===== src/rtl/sc_matrix_row_scanner.sv =====
// Row-multiplexing driver for an 8x8 LED matrix: scans a double-buffered 8-row frame
// one row per time slot, with blanking between rows and tear-free frame swaps.
module sc_matrix_row_scanner #(
  parameter int NUMBER_DATAWIDTH = 8,
  parameter int DWELL_CYCLES     = 50000,
  parameter int BLANK_CYCLES     = 4
) (
  input  logic                        SC_SCANNER_CLOCK_50,
  input  logic                        SC_SCANNER_RESET_InHigh,
  input  logic                        SC_SCANNER_enable_InHigh,
  input  logic                        SC_SCANNER_load_valid,
  output logic                        SC_SCANNER_load_ready,
  input  logic [NUMBER_DATAWIDTH-1:0] SC_SCANNER_fila7_InBUS,
  input  logic [NUMBER_DATAWIDTH-1:0] SC_SCANNER_fila6_InBUS,
  input  logic [NUMBER_DATAWIDTH-1:0] SC_SCANNER_fila5_InBUS,
  input  logic [NUMBER_DATAWIDTH-1:0] SC_SCANNER_fila4_InBUS,
  input  logic [NUMBER_DATAWIDTH-1:0] SC_SCANNER_fila3_InBUS,
  input  logic [NUMBER_DATAWIDTH-1:0] SC_SCANNER_fila2_InBUS,
  input  logic [NUMBER_DATAWIDTH-1:0] SC_SCANNER_fila1_InBUS,
  input  logic [NUMBER_DATAWIDTH-1:0] SC_SCANNER_fila0_InBUS,
  output logic [7:0]                  SC_SCANNER_row_OutBUS,
  output logic [NUMBER_DATAWIDTH-1:0] SC_SCANNER_col_OutBUS,
  output logic                        SC_SCANNER_frame_done
);

  localparam int W       = NUMBER_DATAWIDTH;
  localparam int CNT_MAX = (DWELL_CYCLES > BLANK_CYCLES) ? DWELL_CYCLES : BLANK_CYCLES;
  localparam int CW      = $clog2(CNT_MAX + 1);
  localparam logic [CW-1:0] DWELL_LAST = CW'(DWELL_CYCLES - 1);
  localparam logic [CW-1:0] BLANK_LAST = CW'(BLANK_CYCLES - 1);

  typedef enum logic [1:0] {IDLE, SHOW, BLANK} state_t;

  state_t         state, state_n;
  logic [2:0]     idx, idx_n;
  logic [CW-1:0]  cnt, cnt_n;
  logic [W-1:0]   active [8];
  logic [W-1:0]   active_n [8];
  logic [W-1:0]   shadow [8];
  logic [W-1:0]   fila [8];
  logic           pending, pending_n;
  logic           wrap;
  logic           accept;

  assign fila[0] = SC_SCANNER_fila0_InBUS;
  assign fila[1] = SC_SCANNER_fila1_InBUS;
  assign fila[2] = SC_SCANNER_fila2_InBUS;
  assign fila[3] = SC_SCANNER_fila3_InBUS;
  assign fila[4] = SC_SCANNER_fila4_InBUS;
  assign fila[5] = SC_SCANNER_fila5_InBUS;
  assign fila[6] = SC_SCANNER_fila6_InBUS;
  assign fila[7] = SC_SCANNER_fila7_InBUS;

  assign accept = SC_SCANNER_load_valid & SC_SCANNER_load_ready;

  always_comb begin
    state_n   = state;
    idx_n     = idx;
    cnt_n     = cnt;
    active_n  = active;
    pending_n = pending;
    wrap      = 1'b0;
    // A load can only be accepted while nothing is pending, so it never collides with a promotion.
    if (accept) pending_n = 1'b1;
    case (state)
      IDLE: begin
        if (pending) begin
          active_n  = shadow;
          pending_n = 1'b0;
        end
        if (SC_SCANNER_enable_InHigh) begin
          state_n = SHOW;
          idx_n   = 3'd0;
          cnt_n   = '0;
        end
      end
      SHOW: begin
        if (!SC_SCANNER_enable_InHigh) begin
          state_n = IDLE;
          idx_n   = 3'd0;
          cnt_n   = '0;
        end else if (cnt == DWELL_LAST) begin
          state_n = BLANK;
          cnt_n   = '0;
        end else begin
          cnt_n = cnt + 1'b1;
        end
      end
      BLANK: begin
        if (!SC_SCANNER_enable_InHigh) begin
          state_n = IDLE;
          idx_n   = 3'd0;
          cnt_n   = '0;
        end else if (cnt == BLANK_LAST) begin
          state_n = SHOW;
          cnt_n   = '0;
          idx_n   = idx + 3'd1;
          if (idx == 3'd7) begin
            wrap = 1'b1;
            if (pending) begin
              active_n  = shadow;
              pending_n = 1'b0;
            end
          end
        end else begin
          cnt_n = cnt + 1'b1;
        end
      end
      default: begin
        state_n = IDLE;
        idx_n   = 3'd0;
        cnt_n   = '0;
      end
    endcase
  end

  // Outputs are decoded from next-state values so they are registered yet aligned with the state.
  always_ff @(posedge SC_SCANNER_CLOCK_50) begin
    if (SC_SCANNER_RESET_InHigh) begin
      state                 <= IDLE;
      idx                   <= 3'd0;
      cnt                   <= '0;
      pending               <= 1'b0;
      SC_SCANNER_load_ready <= 1'b1;
      SC_SCANNER_row_OutBUS <= 8'h00;
      SC_SCANNER_col_OutBUS <= '0;
      SC_SCANNER_frame_done <= 1'b0;
      for (int i = 0; i < 8; i++) begin
        active[i] <= '0;
        shadow[i] <= '0;
      end
    end else begin
      state                 <= state_n;
      idx                   <= idx_n;
      cnt                   <= cnt_n;
      pending               <= pending_n;
      active                <= active_n;
      SC_SCANNER_load_ready <= ~pending_n;
      SC_SCANNER_frame_done <= wrap;
      if (accept) begin
        for (int i = 0; i < 8; i++) shadow[i] <= fila[i];
      end
      if (state_n == SHOW) begin
        SC_SCANNER_row_OutBUS <= 8'b1 << idx_n;
        SC_SCANNER_col_OutBUS <= active_n[idx_n];
      end else begin
        SC_SCANNER_row_OutBUS <= 8'h00;
        SC_SCANNER_col_OutBUS <= '0;
      end
    end
  end

endmodule


===== config.mk =====
export PLATFORM = sky130hd
export DESIGN_NAME = sc_matrix_row_scanner
export DESIGN_NICKNAME = d
export VERILOG_FILES = /design/src/rtl/sc_matrix_row_scanner.sv
export SDC_FILE = /design/constraint.sdc
export NUM_CORES = 1
export LEC_CHECK = 0
export CAP_MARGIN = 20
export CORE_ASPECT_RATIO = 0.8
export CORE_MARGIN = 2
export CORE_UTILIZATION = 50
export CTS_CLUSTER_DIAMETER = 120
export CTS_CLUSTER_SIZE = 24
export DETAILED_ROUTE_END_ITERATION = 10
export PLACE_DENSITY_LB_ADDON = 0.05
export REMOVE_ABC_BUFFERS = 1
export SLEW_MARGIN = 20
export SYNTH_ARGS = -nofsm -noshare
export SYNTH_HDL_FRONTEND = slang
export SYNTH_SLANG_ARGS = --single-unit

===== constraint.sdc =====
create_clock -name SC_SCANNER_CLOCK_50 -period 2.4 [get_ports SC_SCANNER_CLOCK_50]
set_input_delay 0.48 -clock SC_SCANNER_CLOCK_50 [delete_from_list [all_inputs] [get_ports SC_SCANNER_CLOCK_50]]
set_output_delay 0.48 -clock SC_SCANNER_CLOCK_50 [all_outputs]
set_load 0.02 [all_outputs]

==> results of run 1 <==
sequential cells by signal (all words and copies together) (netlist names):
| name | count |
|---|---|
| active | 64 |
| shadow | 64 |
| cnt | 16 |
| SC_SCANNER_col_OutBUS | 8 |
| SC_SCANNER_row_OutBUS | 8 |
| idx | 3 |
| state | 2 |
| SC_SCANNER_frame_done | 1 |
| SC_SCANNER_load_ready | 1 |
| pending | 1 |
worst max path at each step:
stage                                           to  depth (start not counted)                     start
after detailed placement  SC_SCANNER_col_OutBUS[5]                          9  SC_SCANNER_enable_InHigh
after global placement    SC_SCANNER_col_OutBUS[5]                          9  SC_SCANNER_enable_InHigh
after global routing      SC_SCANNER_col_OutBUS[4]                          9                   cnt[11]
final                     SC_SCANNER_col_OutBUS[2]                         10                  state[0]
after CTS                 SC_SCANNER_col_OutBUS[2]                          9                   cnt[11]
after floorplan           SC_SCANNER_col_OutBUS[2]                          9                  state[0]
cells in the mapped netlist (2+ instances only):
master,instances,area [um2]
nor4_1,3,18.8
inv_1,8,30.0
nor3b_1,2,15.0
a21o_1,10,75.1
nor2_1,28,105
o21ai_0,19,95.1
and4_1,2,17.5
a211oi_1,2,15.0
and4_2,2,20.0
nand3_1,9,45.0
clkbuf_4,3,22.5
and3_1,6,37.5
nor3_1,2,10.0
a22o_1,68,596
o22ai_1,2,12.5
or2_2,3,18.8
ha_1,7,87.6
nand2_1,137,514
dfxtp_1,168,3360
a221oi_1,8,70.1
o211ai_1,2,15.0
nand2b_1,3,18.8
a31oi_1,4,25.0
and2_1,2,12.5
a22o_2,3,30.0
nor4_4,2,42.5
a21oi_1,80,400
nand4_1,3,18.8
nor2b_1,71,444
buf_2,5,25.0
buf_6,5,56.3
or3_1,2,12.5
a22oi_1,23,173
buf_1,9,33.8
o21ai_1,5,25.0
buf_4,6,45.0
nand3b_1,7,52.6
clkbuf_1,30,113
layout make-up:
type / instances / area (um2)
Clock inverter: 7 / 118
Tap cell: 180 / 225
Inverter: 8 / 30.0
Fill cell: 1109 / 4390
Timing Repair Buffer: 163 / 1570
Clock buffer: 23 / 468
Multi-Input combinational cell: 537 / 3420
Sequential cell: 168 / 3370
power breakdown:
part | switching, mW | internal [mW] | total (mW)
clock | 1.05 | 1.68 | 2.73
sequential | 0.0525 | 2.88 | 2.94
combinational | 0.303 | 0.294 | 0.598
total | 1.40 | 4.86 | 6.27
critical path, stage by stage, from the launching register on:
cell,delay (ns)
dfxtp_2,0.35
inv_2,0.06
ha_4,0.15
mux2_4,0.27
mux2_2,0.27
or4_4,0.43
a31oi_4,0.27
buf_6,0.16
inv_2,0.03
o211a_1,0.20
o21ai_2,0.10
cell families (layout without fill, tap and decap cells):
family                   Yosys count  after routing  synth area share (%)
buffers and inverters             67            201                  4.87
AO/OA/AOI/OAI                    236            236                  23.6
AND/OR/NAND/NOR                  291            291                  21.5
adder cells (fa/ha/maj)            7              7                  1.26
multiplexers                       2              2                 0.377
XOR/XNOR                           1              1                 0.126
flip-flops                       168            168                  48.3
metrics by stage:
stage | util (%) | hold WS [ns] | instance area [um2] | setup slack, ns
2_1_floorplan | - | 0.430 | 6660 | -1.01
3_3_place_gp | 61.8 | 0.447 | 8400 | -0.503
3_5_place_dp | 61.8 | 0.450 | 8400 | -0.519
4_1_cts | 66.8 | 0.435 | 9080 | 0.00957
5_1_grt | 67.7 | 0.440 | 9210 | -0.0563
6_report | 67.7 | 0.444 | 9210 | 0.0279
repair_timing:
item,4_1_cts,5_1_grt
gates resized for setup,12,31
setup buffers,5,2
endpoints found under the setup margin,9,22
pin swaps,3,9
per-layer routing:
| metal | part of all wire [%] | global-route usage (%) |
|---|---|---|
| met5 | 0 | 0 |
| met4 | 0.61 | 5.21 |
| met3 | 4.8 | 5.49 |
| met2 | 46 | 39.0 |
| met1 | 48 | 31.9 |
==> impl_metrics.ini, run 1 <==
[floorplanning]
start_util_pct = 51.2
die_y_um = 110
row_count = 38
dieArea_um2 = 14900
die_w_um = 136
coreArea_um2 = 13600
io_pins = 86

[global_routing]
track_usage_pct = 23.7
grt_overflow = 0
grt_first_pass_wirelength_um = 27800
antenna_found_initial = 0
grt_max_degree = 79
grt_pass1_vias = 5647

[synthesis]
synth_edf_count = 0
ys_seq_elements = 168
ys_async_sr_fraction_pct = 0
yosys_warnings = 0
synth_seq_area_share_pct = 48.3
synth.avg_cell_area_um2 = 9.02
syn-instance-count = 772
synthFlopType = dfxtp_1
synth_cell_types = 59
synth_area_um2 = 6970

[placement]
hpwl_um = 11300
numPortBuffers = 85
gp_congestion = 0.879
dp_cells = 1049

[timing]
rsz0062_at_grt = yes
relSlewSlack_pct = 47.4
fin_setup_tns_ns = 0
hold_violations = 0
finalCritPeriodShare_pct = 98.8
tightest_slew_ns = 0.789
skew_ns = 0.00719
max_freq_mhz = 422
setup_viol = 0
drv_slew = 0
fin_crit_ns = 2.37

[worst_setup_path]
r2r-end = SC_SCANNER_col_OutBUS[2]
critPathMaxFanout = 4
worst-setup-path-type = reg2reg
crit_arrival_ns = 2.72
reg2reg_from = state[0]
worstPathRequired_ns = 2.75
r2r_setup_slack_ns = 0.03
worstSetupEndpointType = register
start_kind = register
ff2ff_path_depth = 10

[pwr]
p_per_area_nw_per_um2 = 681
power_mw = 6.27
irDropWorstVdd_mv = 0.532
leakage_nw = 3.49

[clock_network]
htree_levels = 4
postCtsHoldBufs = 0
clk_latency_ns = 0.42
cts-buffers-inserted = 17
clkSinkCount = 168
clk_pin_slew_ns = 0.06
cts_tree = yes
clockBufferDepth = 2
cts-root-buf = clkbuf_16

[drt]
drt_iter0_markers = 289
vias = 5952
ant_nets = 0
postRouteWirelength_um = 17200
first_pass_iters = 4
drt-wirelength-per-cell_um = 15.8
drcViolationCount = 0
routed_via_density = 5.48

[finish]
layout_common_cells = dfxtp_1, nand2_1, clkdlybuf4s50_1, a21oi_1, nor2b_1
nNetsFinal = 970
finalNonFillerCells = 1086
syn_to_final_growth_pct = 32.1
layout_commonest_cell = dfxtp_1
antennaDiodeCount = 0
drive_gt1_share_pct = 17.9

[hold_path]
hold_start = SC_SCANNER_RESET_InHigh
min-delay-path-class = in2reg
hold_depth = 3
min_to = state[1]

[run]
drv_cap = 0

[outcome]
status = completed
(Power assumes the default switching activity.)
==> inputs of run 2 (changes only) <==
Settings changed: CAP_MARGIN 20 to not set, CTS_CLUSTER_DIAMETER 120 to not set.
==> results of run 2 <==
Same layout as run 1: the final DEF is identical, and so are final timing and power.
==> inputs of run 3 (changes only) <==
Settings changed: CORE_ASPECT_RATIO 0.8 to 0.6.
==> impl_metrics.ini, run 3 (synthesis results as in run 1) <==
[finish]
finalNonFillerCells = 1080
reg.largest.list = active x64, shadow x64, cnt x16
antennaDiodeCount = 0
layout_commonest_cell = dfxtp_1
fillers = 1100
drive_gt1_share_pct = 17.9
layout_common_cells = dfxtp_1, nand2_1, clkdlybuf4s50_1, a21oi_1, nor2b_1
post-route-util_pct = 67.9
nNetsFinal = 969
multi_input_area_um2 = 3460
syn_to_final_growth_pct = 32.7
regArea_um2 = 3370

[timing]
fin_setup_tns_ns = -0.414
fin_ws_ns = -0.0999
drv_slew = 0
rsz0062_at_grt = yes
skew_ns = 0.0102
relSlewSlack_pct = 50.4
setup_viol = 8
max_freq_mhz = 400
hold_violations = 0
fin_crit_ns = 2.50
tightest_slew_ns = 0.744
finalCritPeriodShare_pct = 104

[clock_network]
cts-buffers-inserted = 17
clkSinkCount = 168
clk_latency_ns = 0.42
cts-root-buf = clkbuf_16
clk_pin_slew_ns = 0.06
postCtsHoldBufs = 0
htree_levels = 4
clockBufferDepth = 2
cts_tree = yes

[pwr]
intPower_mw = 4.83
leakage_nw = 3.49
p_per_area_nw_per_um2 = 687
comb_power_share_pct = 9.7
swShare_pct = 24.0
seq_power_share_pct = 46.2
irDropWorstVdd_mv = 0.437
clock_power_share_pct = 44.0
p_sw_mw = 1.53

[worst_setup_path]
critPathBufInv = 3
worstPathRequired_ns = 2.74
worst-setup-path-type = reg2reg
worstSetupEndpointType = register
critPathMaxStageDelay_ns = 0.49
crit_slowest_cell = or4_4
crit_family = multiplexers
critPathMaxFanout = 8
path_cells = inv_4 > ha_4 > mux2_4 > mux2_4 > or4_4 > a31oi_4 > buf_12 > inv_4 > o211a_1 > o21ai_2
crit_arrival_ns = 2.84
start_kind = register

[placement]
hpwl_um = 11900
numPortBuffers = 85
gp_congestion = 0.811
dp_cells = 1040

[drt]
ant_nets = 0
drt_iter0_markers = 386
routed_via_density = 5.60
vias = 6046
drcViolationCount = 0
drt-wirelength-per-cell_um = 17.5
first_pass_iters = 4
postRouteWirelength_um = 18800

[global_routing]
track_usage_pct = 25.5
grt_max_degree = 147
grt_pass1_vias = 5574
grt_first_pass_wirelength_um = 29400
antenna_found_initial = 0
grt_overflow = 0

[floorplanning]
start_util_pct = 51.1
die_w_um = 156
coreArea_um2 = 13600
row_count = 33
die_y_um = 95.4
dieArea_um2 = 14900
io_pins = 86

[outcome]
violations = negative setup slack
status = finished, violations left

[run]
drv_cap = 0

[hold_path]
min-delay-path-class = reg2reg
==> run 3: changes by cell type in the layout (fill, tap and decap cells not counted), sizes merged <==
cell	previous run	this run
a2bb2oi	1	3
clkbuf	23	17
buf	79	76
clkinvlp	0	2
inv	9	13
==> run 3: worst paths after layout <==
path,startpoint,end,slack [ns],cells past startpoint
setup reg to reg,state[0],SC_SCANNER_col_OutBUS[2],-0.1,10
hold / removal,shadow[21],shadow[21],0.46,2
setup / recovery,state[0],SC_SCANNER_col_OutBUS[2],-0.1,10
hold reg to reg,shadow[21],shadow[21],0.46,2
==> run 3: repair_timing <==
item / CTS / global route
pin swaps: 4 / 8
setup buffers: 4 / 4
gates cloned: 2 / 1
gates resized for setup: 15 / 39
setup endpoints to repair: 8 / 28
==> run 3: cell type report <==
type	instances	area share (%)
clock buffer	17	4.60
timing repair buffer	160	16.8
inverter	8	0.406
clock inverter	13	1.84
tap	175	2.37
multi-input combinational	539	37.5
sequential	168	36.5
==> run 3: per-stage QoR <==
stage / total power, mW / hold WS (ns) / instance area, um2 / setup WS, ns
global route: 6.57 / 0.473 / 9250 / -0.145
detailed placement: 3.58 / 0.448 / 8370 / -0.515
floorplan: 3.24 / 0.430 / 6660 / -1.01
finish: 6.35 / 0.456 / 9250 / -0.0999
CTS: 6.37 / 0.450 / 9080 / -0.0847
global placement: 3.56 / 0.445 / 8370 / -0.458
==> run 3: routing by layer <==
metal / vias up / global-route usage [%] / share of wire (%)
met2: 144 / 38.0 / 44
met4: 0 / 6.73 / 0.80
met3: 13 / 5.55 / 4.8
met5: - / 0 / 0
li1: 2972 / - / -
met1: 2917 / 37.5 / 51
==> run 3: tightest hold or removal path: stages (launching register included) <==
cell     delay [ns]
dfxtp_1        0.31
nand2_1        0.05
a21oi_1        0.05
==> run 3: power groups by stage <==
stage          clock network [mW]  logic, mW  registers (mW)
6_report                     2.80      0.618            2.94
5_1_grt                      2.95      0.677            2.94
4_1_cts                      2.83      0.597            2.94
3_5_place_dp                    0      0.582            3.00
3_3_place_gp                    0      0.569            2.99
2_1_floorplan                   0      0.258            2.98
